## src/rtl/text_console.sv

```systemverilog
// Byte-stream terminal controller driving the write port of an 80x30 text RAM.
// Define TEXT_CONSOLE_SCROLL_EN for hardware scroll-up; otherwise row overflow wraps to row 0.
module text_console #(
  parameter int unsigned COLS  = 80,
  parameter int unsigned ROWS  = 30,
  parameter logic [7:0]  BLANK = 8'h20
) (
  input  logic        sys_clk,
  input  logic        rst_n,
  input  logic [7:0]  char_data,
  input  logic        char_valid,
  output logic        char_ready,
  output logic [11:0] tram_addr,
  output logic [7:0]  tram_wdata,
  output logic        tram_wenable,
  input  logic [7:0]  tram_rdata,
  output logic [6:0]  cursor_col,
  output logic [4:0]  cursor_row,
  output logic        busy,
  output logic [2:0]  dbg_state
);

  typedef enum logic [2:0] {
    S_IDLE    = 3'd0,
    S_EXEC    = 3'd1,
    S_SCR_RD  = 3'd2,
    S_SCR_WR  = 3'd3,
    S_CLR_ROW = 3'd4,
    S_CLR_ALL = 3'd5
  } state_t;

  localparam logic [6:0]  LAST_COL  = 7'(COLS - 1);
  localparam logic [4:0]  LAST_ROW  = 5'(ROWS - 1);
  localparam logic [11:0] COLS12    = 12'(COLS);
  localparam logic [11:0] LAST_CELL = 12'(ROWS * COLS - 1);
`ifdef TEXT_CONSOLE_SCROLL_EN
  localparam logic [11:0] LAST_MOVE = 12'((ROWS - 1) * COLS - 1);
`else
  logic w_unused_rdata;
  assign w_unused_rdata = ^tram_rdata;
`endif

  state_t      r_state, w_state_nx;
  logic [6:0]  r_col, w_col_nx;
  logic [4:0]  r_row, w_row_nx;
  logic [7:0]  r_char, w_char_nx;
  logic [11:0] r_idx, w_idx_nx;
  logic [11:0] w_row_base, w_cur_addr;
  logic        w_adv;

  assign w_row_base = 12'(r_row) * COLS12;
  assign w_cur_addr = w_row_base + {5'd0, r_col};

  // Handshake: a byte transfers on a rising edge where char_valid and char_ready
  // are both high; char_ready is high only in IDLE, so valid elsewhere is ignored.
  assign char_ready = (r_state == S_IDLE);
  assign busy       = (r_state != S_IDLE);
  assign cursor_col = r_col;
  assign cursor_row = r_row;
  assign dbg_state  = r_state;

  always_ff @(posedge sys_clk or negedge rst_n) begin
    if (!rst_n) begin
      r_state <= S_IDLE;
      r_col   <= 7'd0;
      r_row   <= 5'd0;
      r_char  <= 8'd0;
      r_idx   <= 12'd0;
    end else begin
      r_state <= w_state_nx;
      r_col   <= w_col_nx;
      r_row   <= w_row_nx;
      r_char  <= w_char_nx;
      r_idx   <= w_idx_nx;
    end
  end

  always_comb begin
    w_state_nx   = r_state;
    w_col_nx     = r_col;
    w_row_nx     = r_row;
    w_char_nx    = r_char;
    w_idx_nx     = r_idx;
    w_adv        = 1'b0;
    tram_addr    = 12'd0;
    tram_wdata   = 8'd0;
    tram_wenable = 1'b0;
    case (r_state)
      S_IDLE: begin
        if (char_valid) begin
          w_char_nx  = char_data;
          w_state_nx = S_EXEC;
        end
      end
      S_EXEC: begin
        w_state_nx = S_IDLE;
        case (r_char)
          8'h0D: w_col_nx = 7'd0;
          8'h0A: begin
            w_col_nx = 7'd0;
            w_adv    = 1'b1;
          end
          8'h08: begin
            if (r_col != 7'd0) begin
              w_col_nx     = r_col - 7'd1;
              tram_wenable = 1'b1;
              tram_addr    = w_cur_addr - 12'd1;
              tram_wdata   = BLANK;
            end
          end
          8'h0C: begin
            w_idx_nx   = 12'd0;
            w_state_nx = S_CLR_ALL;
          end
          default: begin
            tram_wenable = 1'b1;
            tram_addr    = w_cur_addr;
            tram_wdata   = r_char;
            if (r_col == LAST_COL) begin
              w_col_nx = 7'd0;
              w_adv    = 1'b1;
            end else begin
              w_col_nx = r_col + 7'd1;
            end
          end
        endcase
        if (w_adv) begin
          if (r_row == LAST_ROW) begin
            w_idx_nx   = 12'd0;
`ifdef TEXT_CONSOLE_SCROLL_EN
            w_state_nx = S_SCR_RD;
`else
            w_row_nx   = 5'd0;
            w_state_nx = S_CLR_ROW;
`endif
          end else begin
            w_row_nx = r_row + 5'd1;
          end
        end
      end
`ifdef TEXT_CONSOLE_SCROLL_EN
      // Each cell moves up one row: read cell i+COLS, write it to cell i next cycle.
      S_SCR_RD: begin
        tram_addr  = r_idx + COLS12;
        w_state_nx = S_SCR_WR;
      end
      S_SCR_WR: begin
        tram_wenable = 1'b1;
        tram_addr    = r_idx;
        tram_wdata   = tram_rdata;
        w_idx_nx     = r_idx + 12'd1;
        w_state_nx   = (r_idx == LAST_MOVE) ? S_CLR_ROW : S_SCR_RD;
      end
`endif
      S_CLR_ROW: begin
        tram_wenable = 1'b1;
        tram_addr    = r_idx;
        tram_wdata   = BLANK;
        if (r_idx == w_row_base + COLS12 - 12'd1) begin
          w_idx_nx   = 12'd0;
          w_state_nx = S_IDLE;
        end else begin
          w_idx_nx = r_idx + 12'd1;
        end
      end
      S_CLR_ALL: begin
        tram_wenable = 1'b1;
        tram_addr    = r_idx;
        tram_wdata   = BLANK;
        if (r_idx == LAST_CELL) begin
          w_idx_nx   = 12'd0;
          w_col_nx   = 7'd0;
          w_row_nx   = 5'd0;
          w_state_nx = S_IDLE;
        end else begin
          w_idx_nx = r_idx + 12'd1;
        end
      end
      default: w_state_nx = S_IDLE;
    endcase
  end

endmodule

```

## config.mk

```make
export PLATFORM = sky130hd
export DESIGN_NAME = text_console
export DESIGN_NICKNAME = d
export VERILOG_FILES = /design/src/rtl/text_console.sv
export SDC_FILE = /design/constraint.sdc
export NUM_CORES = 1
export LEC_CHECK = 0
export CAP_MARGIN = 20
export CORE_MARGIN = 1
export CORE_UTILIZATION = 50
export CTS_BUF_LIST = sky130_fd_sc_hd__clkbuf_4 sky130_fd_sc_hd__clkbuf_8
export DETAILED_ROUTE_END_ITERATION = 6
export DONT_BUFFER_PORTS = 1
export GPL_ROUTABILITY_DRIVEN = 0
export PLACE_DENSITY = 0.77
export SLEW_MARGIN = 20
export SYNTH_ARGS = -nofsm -noshare
export SYNTH_HDL_FRONTEND = slang
export SYNTH_SLANG_ARGS = --single-unit
export TNS_END_PERCENT = 20
```

## constraint.sdc

```tcl
create_clock -name sys_clk -period 4.5 [get_ports sys_clk]
set_input_delay 0.9 -clock sys_clk [delete_from_list [all_inputs] [get_ports sys_clk]]
set_output_delay 0.9 -clock sys_clk [all_outputs]
set_load 0.05 [all_outputs]
```

# Word-level counts from Yosys, hierarchy flattened
# Index checks and enable logic that the tools add are counted.
# Widths: inputs -> output; s select.
# word_totals
reg_bits,35
latch_bits,0
mem_bits_rw,0
romBits,0
memories,0
# classes
addsub,8
multipliers,1
div_mod_pow,0
n_lt_le_gt_ge,0
eq_ne,17
shifts,0
mux,34
bitwise_logic,0
n_reduce_logical,13
# ops
op,count
$mux 12,6
$pmux 12 s2,2
$pmux 12 s3,1
$eq 8x4->1 const B,4
$pmux 8 s2,2
$sub 12x1->12 const B,2
$mux 7,3
$pmux 7 s3,1
$mux 3,6
$mux 5,3
$pmux 7 s2,1
$add 12x1->12 const B,1
$add 12x7->12,1
$add 12x7->12 const B,1
$eq 12x12->1,1
$eq 12x12->1 const B,1
$pmux 3 s4,1
$ne 2x2->1 const B,5
$pmux 5 s2,1
$mul 5x3->8 const B,1
$add 7x1->7 const B,1
$eq 7x7->1 const B,1
$reduce_bool 7->1,1
$sub 7x1->7 const B,1
other kinds (16),25

# Depth between registers and ports, before layout
# depth
word_depth,6
mapped_depth,12

# Worst setup path before layout
# OpenSTA, ideal clock, no wires.
# synth_timing
kind,register -> output
start,"register r_row[1], in the netlist cursor_row[1]"
end,output tram_addr[11]
arrival_ns,3.577
setup_slack_ns,0.023
path_stages_with_launch,11
n_path_buf,1
path_cell_list,dfrtp_1 -> ha_1 -> ha_1 -> fa_1 -> clkbuf_1 -> nand2_1 -> or3_1 -> xor2_1 -> nor3b_2 -> xnor2_1 -> o21ai_1
# synth_via
elab_chain_cells,6
# synth_lines
element,line,source
start: declaration,45,"logic [4:0] r_row, w_row_nx;"
start signal: assignment,72,r_row <= w_row_nx;
$mul 5x3->8 (*),51,assign w_row_base = 12'(r_row) * COLS12;
$add 12x7->12 (*),52,"assign w_cur_addr = w_row_base + {5'd0, r_col};"
$sub 12x1->12,107,tram_addr = w_cur_addr - 12'd1;
$mux 12,104,if (r_col != 7'd0) begin
$pmux 12 s2 (*),97,case (r_char)
$pmux 12 s2 (*),88,case (r_state)
end: declaration,13,"output logic [11:0] tram_addr,"
# Mark *: on every way between the ends. The rest lies on a longest branch, timed or not.

# Worst setup path in the final report
# layout_timing
start,"register r_row[0], in the netlist cursor_row[0]"
end,output tram_addr[11]
# The elaborated chain is that of the path after synthesis.

==> impl_metrics.toml <==
[status]
outcome = "finished clean"

[grt]
antenna_found_initial = 0
grt_pass1_vias = 2724
grt_pass1_wl_um = 12900
grt_max_degree = 35
gr-total-overflow = 0
grt_use_total = 0.255

[logic_synthesis]
avgSynthCellArea_um2 = 8.28
yosys.cell_types.count = 68
synth_edf_count = 0
synth-seq-cells = 34
synth_top_area_frac = 0.269
async_reset_ff_frac = 1.00
synthFlopType = "dfrtp_1"
synth_top_cell_by_area = "dfrtp_1"
synthTopCellsByArea = "dfrtp_1 (27%), ha_1 (6.3%), nand2_1 (6.2%)"
synthCells = 382
yosysWarnings = 0
syn-num-nets = 419
yosysMostFrequentCell = "nand2_1"
ys_seq_area_frac = 0.269
syn_area_mm2 = 0.00316
yosys-top-cells-count = "nand2_1 (52), dfrtp_1 (34), o21ai_0 (34)"

[final_layout]
fin_nets = 426
fillers = 555
num_antenna_cells = 0
final_area_mm2 = 0.00345
final_cells = 465
area_delta_synth_final_pct = 9.10
drive_gt1_frac = 0.118

[worst_setup_path]
worstSetupPathType = "flop to output port"
crit_cells = 10
critical_path_arrival_ns = 3.32
end_kind = "output port"
max_stage_delay_ns = 0.71
path_buf_inv = 1
cp.required_ns = 3.60
cp-start-kind = "flop"
rrSetupSlack_ns = 0.94
slowest_stage = "fa_1"
timing.rr.end = "r_idx[11]$_DFFE_PN0P_"
endpoint = "tram_addr[11]"
path_common_cell = "ha_1"
crit_chain = "ha_1, ha_1, fa_1, nand2_1, or3_1, xor2_1, nor3b_2, xnor2_1, o21ai_1, buf_4"
cp_max_fo = 9
r2r_start = "cursor_row[0]$_DFFE_PN0P_"
reg2reg_depth = 10
path_delay_family = "adder cells"
startpoint = "cursor_row[0]$_DFFE_PN0P_"

[timing]
rsz0062_at_grt = "no"
fin_tns_setup_ns = 0
holdWs_ns = 0.286
setup_violations = 0
fmax_mhz = 237
period_minus_slack_ns = 4.22
hold_viol_final = 0
tightest_slew_ns = 0.906
relSlewSlack = 0.396
layout_setup_ws_ns = 0.280
fin_crit_sh = 0.938
fin_skew_ns = 0.0109
drv_slew = 0

[detailed_routing]
finalWirelength_um = 8030
drcViolationCount = 0
vias_per_cell = 6.42
drt_iter0_markers = 174
wl_met2_um = 3990
antenna_left = 0
vias = 2984
wl_per_cell_um = 17.3
drtPass1Iterations = 4
met3_length_um = 624
m1WireLength_um = 3240
highest_layer = "met4"

[die]
num_io_pins = 57
die_w_um = 81.5
die_h_um = 81.5
start_util = 0.525
core-area_mm2 = 0.00603
rows = 28
die_area_mm2 = 0.00665

[clock_tree]
hold_buffers = 0
cts_tree = "built"
htreeDepth = 2
cts_num_sinks = 34
post_cts_buffers = 0
cts_root_buf = "clkbuf_8"
cts.path.max_buffers = 2
clk_latency_ns = 0.30
cts_resized = 0
cts_buffers = 5
path_clk_slew_ns = 0.08

[power_and_ir_drop]
peakVddDrop_mv = 0.532
p_leak_uw = 0.00154
powerDensity_mw_per_mm2 = 686

[placement]
io_buffers = 0
dpl.cell_count = 457
placed_area_mm2 = 0.00331
post-dp-hpwl_um = 5950
pre_cts_slack_ns = 0.647

[min_path]
worstHoldPathType = "primary input to asynchronous set/reset pin"

[job]
max_cap_viol_count = 0
==> where the power goes <==
group / internal, uW / leakage, uW / switching (uW)
combinational: 425 / 0.00102 / 936
clock: 222 / 0.0000683 / 127
sequential: 394 / 0.000444 / 262
==> how the worst min path moves through the flow <==
| stage | start | end | slack [ns] | depth (start not counted) |
|---|---|---|---|---|
| finish | rst_n | r_idx[3]$_DFFE_PN0P_ | 0.29 | 0 |
| global route | rst_n | r_idx[3]$_DFFE_PN0P_ | 0.27 | 0 |
| CTS | rst_n | r_idx[3]$_DFFE_PN0P_ | 0.28 | 0 |
| detailed placement | r_char[4]$_DFFE_PN0P_ | r_char[4]$_DFFE_PN0P_ | 0.53 | 1 |
| global placement | r_char[3]$_DFFE_PN0P_ | r_char[3]$_DFFE_PN0P_ | 0.51 | 1 |
| floorplan | r_char[3]$_DFFE_PN0P_ | r_char[3]$_DFFE_PN0P_ | 0.49 | 1 |
==> registers in the layout, summed over array words and instances (netlist names) <==
register and count:
cursor_col 7, cursor_row 5, dbg_state 2, r_char 8, r_idx 12
==> per-stage QoR <==
step	total power, uW	util
CTS	2370	0.573
finish	2370	0.573
detailed placement	2010	0.550
global route	2500	0.573
global placement	1980	0.550
floorplan	1740	-
==> routing by layer <==
| layer | track usage | vias up |
|---|---|---|
| met4 | 0.0982 | 0 |
| met2 | 0.433 | 127 |
| met1 | 0.318 | 1423 |
| li1 | - | 1415 |
| met3 | 0.0478 | 19 |
| met5 | 0 | - |
==> cell usage in the layout, fill, tap and decap left out, types with 6 or more instances in the layout <==
| cell | synthesis | layout |
|---|---|---|
| o21ai_0 | 34 | 29 |
| a21oi_1 | 16 | 16 |
| o21ai_1 | 6 | 11 |
| mux2_2 | 7 | 7 |
| nand3_1 | 12 | 12 |
| nor2b_1 | 6 | 6 |
| dfrtp_1 | 34 | 34 |
| a22oi_1 | 7 | 7 |
| nand2b_1 | 7 | 7 |
| a211oi_1 | 6 | 6 |
| nor3_1 | 7 | 7 |
| ha_1 | 16 | 16 |
| inv_1 | 11 | 11 |
| nor2_1 | 16 | 16 |
| a21o_1 | 10 | 10 |
| nand2_1 | 52 | 52 |
| and3_1 | 16 | 16 |
| buf_4 | 1 | 18 |
| and2_1 | 6 | 6 |
| xnor2_1 | 18 | 18 |
==> layout make-up <==
class                      count  area [um^2]  area share
clock buffer                   5         68.8      0.0199
clock inverter                 3         68.8      0.0199
inverter                      11         41.3      0.0120
multi-input combinational    319         2190       0.635
sequential                    34          851       0.247
tap                           75         93.8      0.0272
timing repair buffer          18          135      0.0392
==> logic make-up (layout without fill, tap and decap cells) <==
logic type,Yosys count,in the layout,share of synthesized area
fa+ha+maj,18,18,0.0759
compound gates,122,122,0.269
xor+xnor,24,24,0.0708
flops,34,34,0.269
buf+inv,29,37,0.0380
other cells,1,1,0.00119
simple gates,143,143,0.238
mux,11,11,0.0380
==> worst reg2reg max path, cell delays in order, from the launching register on <==
cell and delay, ns:
dfrtp_1 0.48, ha_1 0.25, ha_1 0.21, fa_1 0.71, nand2_1 0.16, nor4b_1 0.28, mux2i_1 0.16, xnor2_1 0.20
o21ai_2 0.58, a21oi_1 0.16, a211o_1 0.28
Note: power is estimated with default switching activity, not from simulation.
